### src/rtl/data_mem_initiator.sv
// data_mem_initiator
//   Single-outstanding load/store initiator between a load/store client and
//   the data memory port. A command is accepted, checked for alignment,
//   issued as one req/gnt/rvalid transaction and answered with one response.
//   Byte enables and lane-replicated write data are built at accept time.
//   Load data is extracted from the addressed lane and sign/zero extended.
//
// Ports
//   clk, rst_n                 clock, async active-low reset
//   cmd_valid_i / cmd_ready_o  command handshake
//   cmd_we_i, cmd_size_i, cmd_signed_i, cmd_addr_i, cmd_wdata_i  command
//   rsp_valid_o / rsp_ready_i  response handshake
//   rsp_rdata_o, rsp_err_o     response payload
//   data_req_o, data_addr_o, data_we_o, data_be_o, data_wdata_o  bus request
//   data_gnt_i, data_rvalid_i, data_rdata_i, data_err_i          bus replies
//   busy_o                     any state other than IDLE
module data_mem_initiator #(
  parameter int ADDR_WIDTH = 8,
  parameter int DATA_WIDTH = 32,
  parameter int TIMEOUT    = 64
) (
  input  logic                  clk,
  input  logic                  rst_n,
  input  logic                  cmd_valid_i,
  output logic                  cmd_ready_o,
  input  logic                  cmd_we_i,
  input  logic [1:0]            cmd_size_i,
  input  logic                  cmd_signed_i,
  input  logic [ADDR_WIDTH-1:0] cmd_addr_i,
  input  logic [DATA_WIDTH-1:0] cmd_wdata_i,
  output logic                  rsp_valid_o,
  input  logic                  rsp_ready_i,
  output logic [DATA_WIDTH-1:0] rsp_rdata_o,
  output logic                  rsp_err_o,
  output logic                  data_req_o,
  output logic [ADDR_WIDTH-1:0] data_addr_o,
  output logic                  data_we_o,
  output logic [3:0]            data_be_o,
  output logic [DATA_WIDTH-1:0] data_wdata_o,
  input  logic                  data_gnt_i,
  input  logic                  data_rvalid_i,
  input  logic [DATA_WIDTH-1:0] data_rdata_i,
  input  logic                  data_err_i,
  output logic                  busy_o
);

  localparam int CW = (TIMEOUT > 2) ? $clog2(TIMEOUT) : 1;
  localparam logic [CW-1:0] CNT_MAX = CW'(TIMEOUT - 1);

  typedef enum logic [1:0] {IDLE, REQ, WAIT, RESP} state_e;

  state_e                  state_q;
  logic                    we_q, signed_q;
  logic [1:0]              size_q, off_q;
  logic [ADDR_WIDTH-1:0]   addr_q;
  logic [3:0]              be_q;
  logic [DATA_WIDTH-1:0]   wdata_q, rdata_q;
  logic                    err_q;
  logic [CW-1:0]           cnt_q;

  logic                    legal_d;
  logic [3:0]              be_d;
  logic [DATA_WIDTH-1:0]   wdata_d, rdata_d;
  logic [7:0]              rbyte;
  logic [15:0]             rhalf;

  // Command decode: alignment check, byte enables, lane replication.
  always_comb begin
    legal_d = 1'b0;
    be_d    = 4'b0000;
    wdata_d = cmd_wdata_i;
    case (cmd_size_i)
      2'b00: begin
        legal_d = 1'b1;
        be_d    = 4'b0001 << cmd_addr_i[1:0];
        wdata_d = {4{cmd_wdata_i[7:0]}};
      end
      2'b01: begin
        legal_d = ~cmd_addr_i[0];
        be_d    = 4'b0011 << cmd_addr_i[1:0];
        wdata_d = {2{cmd_wdata_i[15:0]}};
      end
      2'b10: begin
        legal_d = (cmd_addr_i[1:0] == 2'b00);
        be_d    = 4'b1111;
      end
      default: legal_d = 1'b0;
    endcase
  end

  // Load lane extraction and extension from the latched command.
  always_comb begin
    rbyte = data_rdata_i[{off_q, 3'b000} +: 8];
    rhalf = off_q[1] ? data_rdata_i[31:16] : data_rdata_i[15:0];
    case (size_q)
      2'b00:   rdata_d = {{24{signed_q & rbyte[7]}}, rbyte};
      2'b01:   rdata_d = {{16{signed_q & rhalf[15]}}, rhalf};
      default: rdata_d = data_rdata_i;
    endcase
  end

  always_ff @(posedge clk or negedge rst_n) begin
    if (!rst_n) begin
      state_q  <= IDLE;
      we_q     <= 1'b0;
      signed_q <= 1'b0;
      size_q   <= 2'b00;
      off_q    <= 2'b00;
      addr_q   <= '0;
      be_q     <= 4'b0000;
      wdata_q  <= '0;
      rdata_q  <= '0;
      err_q    <= 1'b0;
      cnt_q    <= '0;
    end else begin
      case (state_q)
        IDLE: if (cmd_valid_i) begin
          we_q     <= cmd_we_i;
          signed_q <= cmd_signed_i;
          size_q   <= cmd_size_i;
          off_q    <= cmd_addr_i[1:0];
          addr_q   <= {cmd_addr_i[ADDR_WIDTH-1:2], 2'b00};
          be_q     <= be_d;
          wdata_q  <= wdata_d;
          rdata_q  <= '0;
          cnt_q    <= '0;
          // Illegal commands answer directly without touching the bus.
          err_q    <= ~legal_d;
          state_q  <= legal_d ? REQ : RESP;
        end
        REQ: begin
          // A grant in the timeout cycle still wins.
          if (data_gnt_i) begin
            cnt_q   <= '0;
            state_q <= WAIT;
          end else if (cnt_q == CNT_MAX) begin
            err_q   <= 1'b1;
            state_q <= RESP;
          end else begin
            cnt_q <= cnt_q + CW'(1);
          end
        end
        WAIT: begin
          if (data_rvalid_i) begin
            rdata_q <= (we_q || data_err_i) ? '0 : rdata_d;
            err_q   <= data_err_i;
            state_q <= RESP;
          end else if (cnt_q == CNT_MAX) begin
            err_q   <= 1'b1;
            state_q <= RESP;
          end else begin
            cnt_q <= cnt_q + CW'(1);
          end
        end
        RESP: if (rsp_ready_i) state_q <= IDLE;
        default: state_q <= IDLE;
      endcase
    end
  end

  assign cmd_ready_o  = (state_q == IDLE);
  assign busy_o       = (state_q != IDLE);
  assign data_req_o   = (state_q == REQ);
  assign rsp_valid_o  = (state_q == RESP);
  assign rsp_rdata_o  = rdata_q;
  assign rsp_err_o    = err_q;
  assign data_addr_o  = addr_q;
  assign data_we_o    = we_q;
  assign data_be_o    = be_q;
  assign data_wdata_o = wdata_q;

endmodule

### config.mk
export PLATFORM = sky130hd
export DESIGN_NAME = data_mem_initiator
export DESIGN_NICKNAME = d
export VERILOG_FILES = /design/src/rtl/data_mem_initiator.sv
export SDC_FILE = /design/constraint.sdc
export NUM_CORES = 1
export LEC_CHECK = 0
export CELL_PAD_IN_SITES_DETAIL_PLACEMENT = 0
export CELL_PAD_IN_SITES_GLOBAL_PLACEMENT = 1
export CORE_AREA = 2 2 150 108
export DETAILED_ROUTE_END_ITERATION = 8
export DIE_AREA = 0 0 152 110
export DONT_BUFFER_PORTS = 1
export GPL_TIMING_DRIVEN = 1
export PLACE_DENSITY = 0.66
export SLEW_MARGIN = 20
export SYNTH_ARGS = -nofsm -noshare
export SYNTH_HDL_FRONTEND = slang
export SYNTH_SLANG_ARGS = --single-unit
### constraint.sdc
create_clock -name clk -period 5.57 [get_ports clk]
set_clock_uncertainty 0.1 [all_clocks]
set_input_delay 0.8355 -clock clk [delete_from_list [all_inputs] [get_ports clk]]
set_output_delay 0.8355 -clock clk [all_outputs]
set_load 0.01 [all_outputs]
==> flow_summary.ini <==
[run_status]
outcome = finished, final reports clean

[clock_tree]
clk_latency_ns = 0.35
cts-root-buf = clkbuf_16
clk_path_buf_depth = 2
post_cts_resized = 0
path_clk_slew_ns = 0.07
cts_setup_buffers = 0
cts_tree = done
htree_levels = 3
numCtsBuffers = 9
cts_sinks = 89
hold_buffers = 0

[yosys]
yosysSeqAreaShare_pct = 49.7
synth_flop_cell = dfrtp_1
ys_warn_count = 0
ys_async_sr_fraction_pct = 100
syn_inst = 437
synth.largest_area_cell = dfrtp_1
synth_cell_types = 50
synth_edf_count = 0
synth_area_leaders = dfrtp_1 50%, mux2i_1 6.7%, o21ai_0 6.3%
netlist_area_um2 = 4480
synth_seq_cells = 89
synth_top_cell_area_share_pct = 49.7
syn_avg_cell_area_um2 = 10.3

[finish]
drive_gt1_share_pct = 13.7
area_delta_synth_final_pct = 10.1
seq_area_um2 = 2230
multi_input_area_um2 = 2080
fillers = 1559
diodes = 0
layout_common_cells = 89 x dfrtp_1, 56 x o21ai_0, 50 x nand2_1
fin_cells = 624
final_common_cell = dfrtp_1
nets = 507

[power_and_ir_drop]
p_sw_uw = 1090
leakagePower_uw = 0.00215
irDropWorstVdd_mv = 0.429
clkPwrFrac_pct = 24.0
p_comb_share_pct = 29.8
power_frac_seq_pct = 46.2
p_int_uw = 1650
switching_share_pct = 39.7
p_per_area_nw_per_um2 = 556

[critical_path]
cp_data_arrival_time_ns = 2.96
path_delay_family = simple AND/OR/NAND/NOR gates
critPathBufInv = 1
slowest_delay_ns = 0.75
start_kind = register
crit_chain = inv_1 -> ha_1 -> nand2_1 -> or4_4 -> nor4b_4 -> a221o_2
crit_fanout = 16
cp-end-kind = register
cp.required_ns = 5.75
critPathSlowestCell = nor4b_4
critical_path_cell_count = 6
reg2reg_slack_ns = 2.80
reg2regPathDepth = 6
critPathKind = reg -> reg

[global_routing]
grt_pass1_wl_mm = 19.3
use_met3_pct = 5.98
grt_pass1_vias = 3295
grt_max_degree = 90
gr-usage-met1_pct = 20.8
grt.busiest_layer = met2
grt-ovfl-total = 0
antenna_found_initial = 0
track_usage_pct = 15.1
met2_usage_pct = 21.9

[placement]
portBuffers = 0
hpwl_mm = 9.25
placed_cells = 608
place.gp.congestion = 0.797

[timing]
finalSetupViolCount = 0
min_period_over_period_pct = 49.8
tns_ns = 0
tightest_slew_ns = 0.895
hold_viol = 0
slew_violations = 0
rsz0062_at_grt = no
slew_headroom_pct = 40.1
post-route-min-period_ns = 2.77
clock.fmax_ghz = 0.361

[die]
die_h_um = 110
dieArea_um2 = 16700
initial_core_util_pct = 29.4
coreArea_um2 = 15300
ios = 165
fp-row-count = 38
die_w_um = 152

[min_path]
min_path_type = in -> async

[detailed_routing]
vias_per_cell = 5.26
wire_per_inst_um = 20.2
antenna_left = 0
drt-initial-drc-count = 187
vias = 3283
drtPass1Iterations = 5
wirelength_mm = 12.6
drcViolationCount = 0

[flow_run]
drv_cap = 0
routing by layer:
metal / wire (um) / part of all wire [%]
met5: 0 / 0
met4: 136 / 1.1
met3: 1080 / 8.6
met2: 5440 / 43
met1: 5950 / 47
area by class of cell:
class                      instances  area share (%)
sequential                        89            45.2
timing repair buffer               2           0.304
clock inverter                     4            1.57
multi-input combinational        306            42.2
inverter                          11           0.837
tap                              200            5.07
clock buffer                      12            4.80
synth_stat cells, drive strengths merged (7+ instances only):
cell type	number
inv	11
nor2	20
mux2	24
buf	10
nor2b	9
a221o	16
mux2i	30
a211oi	7
nor3	7
dfrtp	89
a21oi	20
o21ai	56
nand2	51
clkbuf	22
stage by stage:
| stage | hold slack (ns) | power, uW | utilization (%) | setup WS (ns) | cell area [um^2] |
|---|---|---|---|---|---|
| 3_3_place_gp | 0.407 | 2060 | 30.2 | 2.92 | 4620 |
| 5_1_grt | 0.0592 | 2940 | 32.3 | 2.62 | 4930 |
| 2_1_floorplan | 0.386 | 1870 | - | 3.30 | 4480 |
| 3_5_place_dp | 0.417 | 2100 | 30.2 | 2.79 | 4620 |
| 4_1_cts | 0.0643 | 2770 | 32.3 | 2.77 | 4930 |
| 6_report | 0.0833 | 2740 | 32.3 | 2.80 | 4930 |
power groups by stage:
stage | Combinational, uW | Clock [uW] | Sequential [uW]
6_report | 817 | 659 | 1270
5_1_grt | 928 | 706 | 1300
4_1_cts | 817 | 682 | 1270
3_5_place_dp | 816 | 0 | 1280
3_3_place_gp | 782 | 0 | 1270
2_1_floorplan | 727 | 0 | 1140
sequential cells by signal, indices dropped and copies added, names as in the netlist:
signal	flops
rsp_rdata_o	32
cnt_q	6
data_be_o	4
data_we_o	1
state_q	2
data_addr_o	6
signed_q	1
data_wdata_o	32
off_q	2
size_q	2
rsp_err_o	1
cell families (layout without fill, tap and decap cells):
family / count (synthesis) / after routing / share of synthesized area [%]
other cells: 1 / 2 / 0.0837
compound gates: 135 / 135 / 19.9
simple gates: 109 / 109 / 11.6
buf+inv: 43 / 29 / 4.10
fa+ha+maj: 5 / 5 / 1.40
mux: 55 / 55 / 13.2
flops: 89 / 89 / 49.7
worst paths after layout:
path	start	to
worst min register to register	cnt_q[4]	cnt_q[4]
worst min-delay path	rst_n	rsp_rdata_o[28]
worst max register to register	state_q[0]	rsp_rdata_o[26]
max in group asynchronous	rst_n	data_addr_o[7]
worst max-delay path	state_q[0]	rsp_rdata_o[26]
min in group clk	cnt_q[4]	cnt_q[4]
Note: power is estimated with default switching activity, not from simulation.
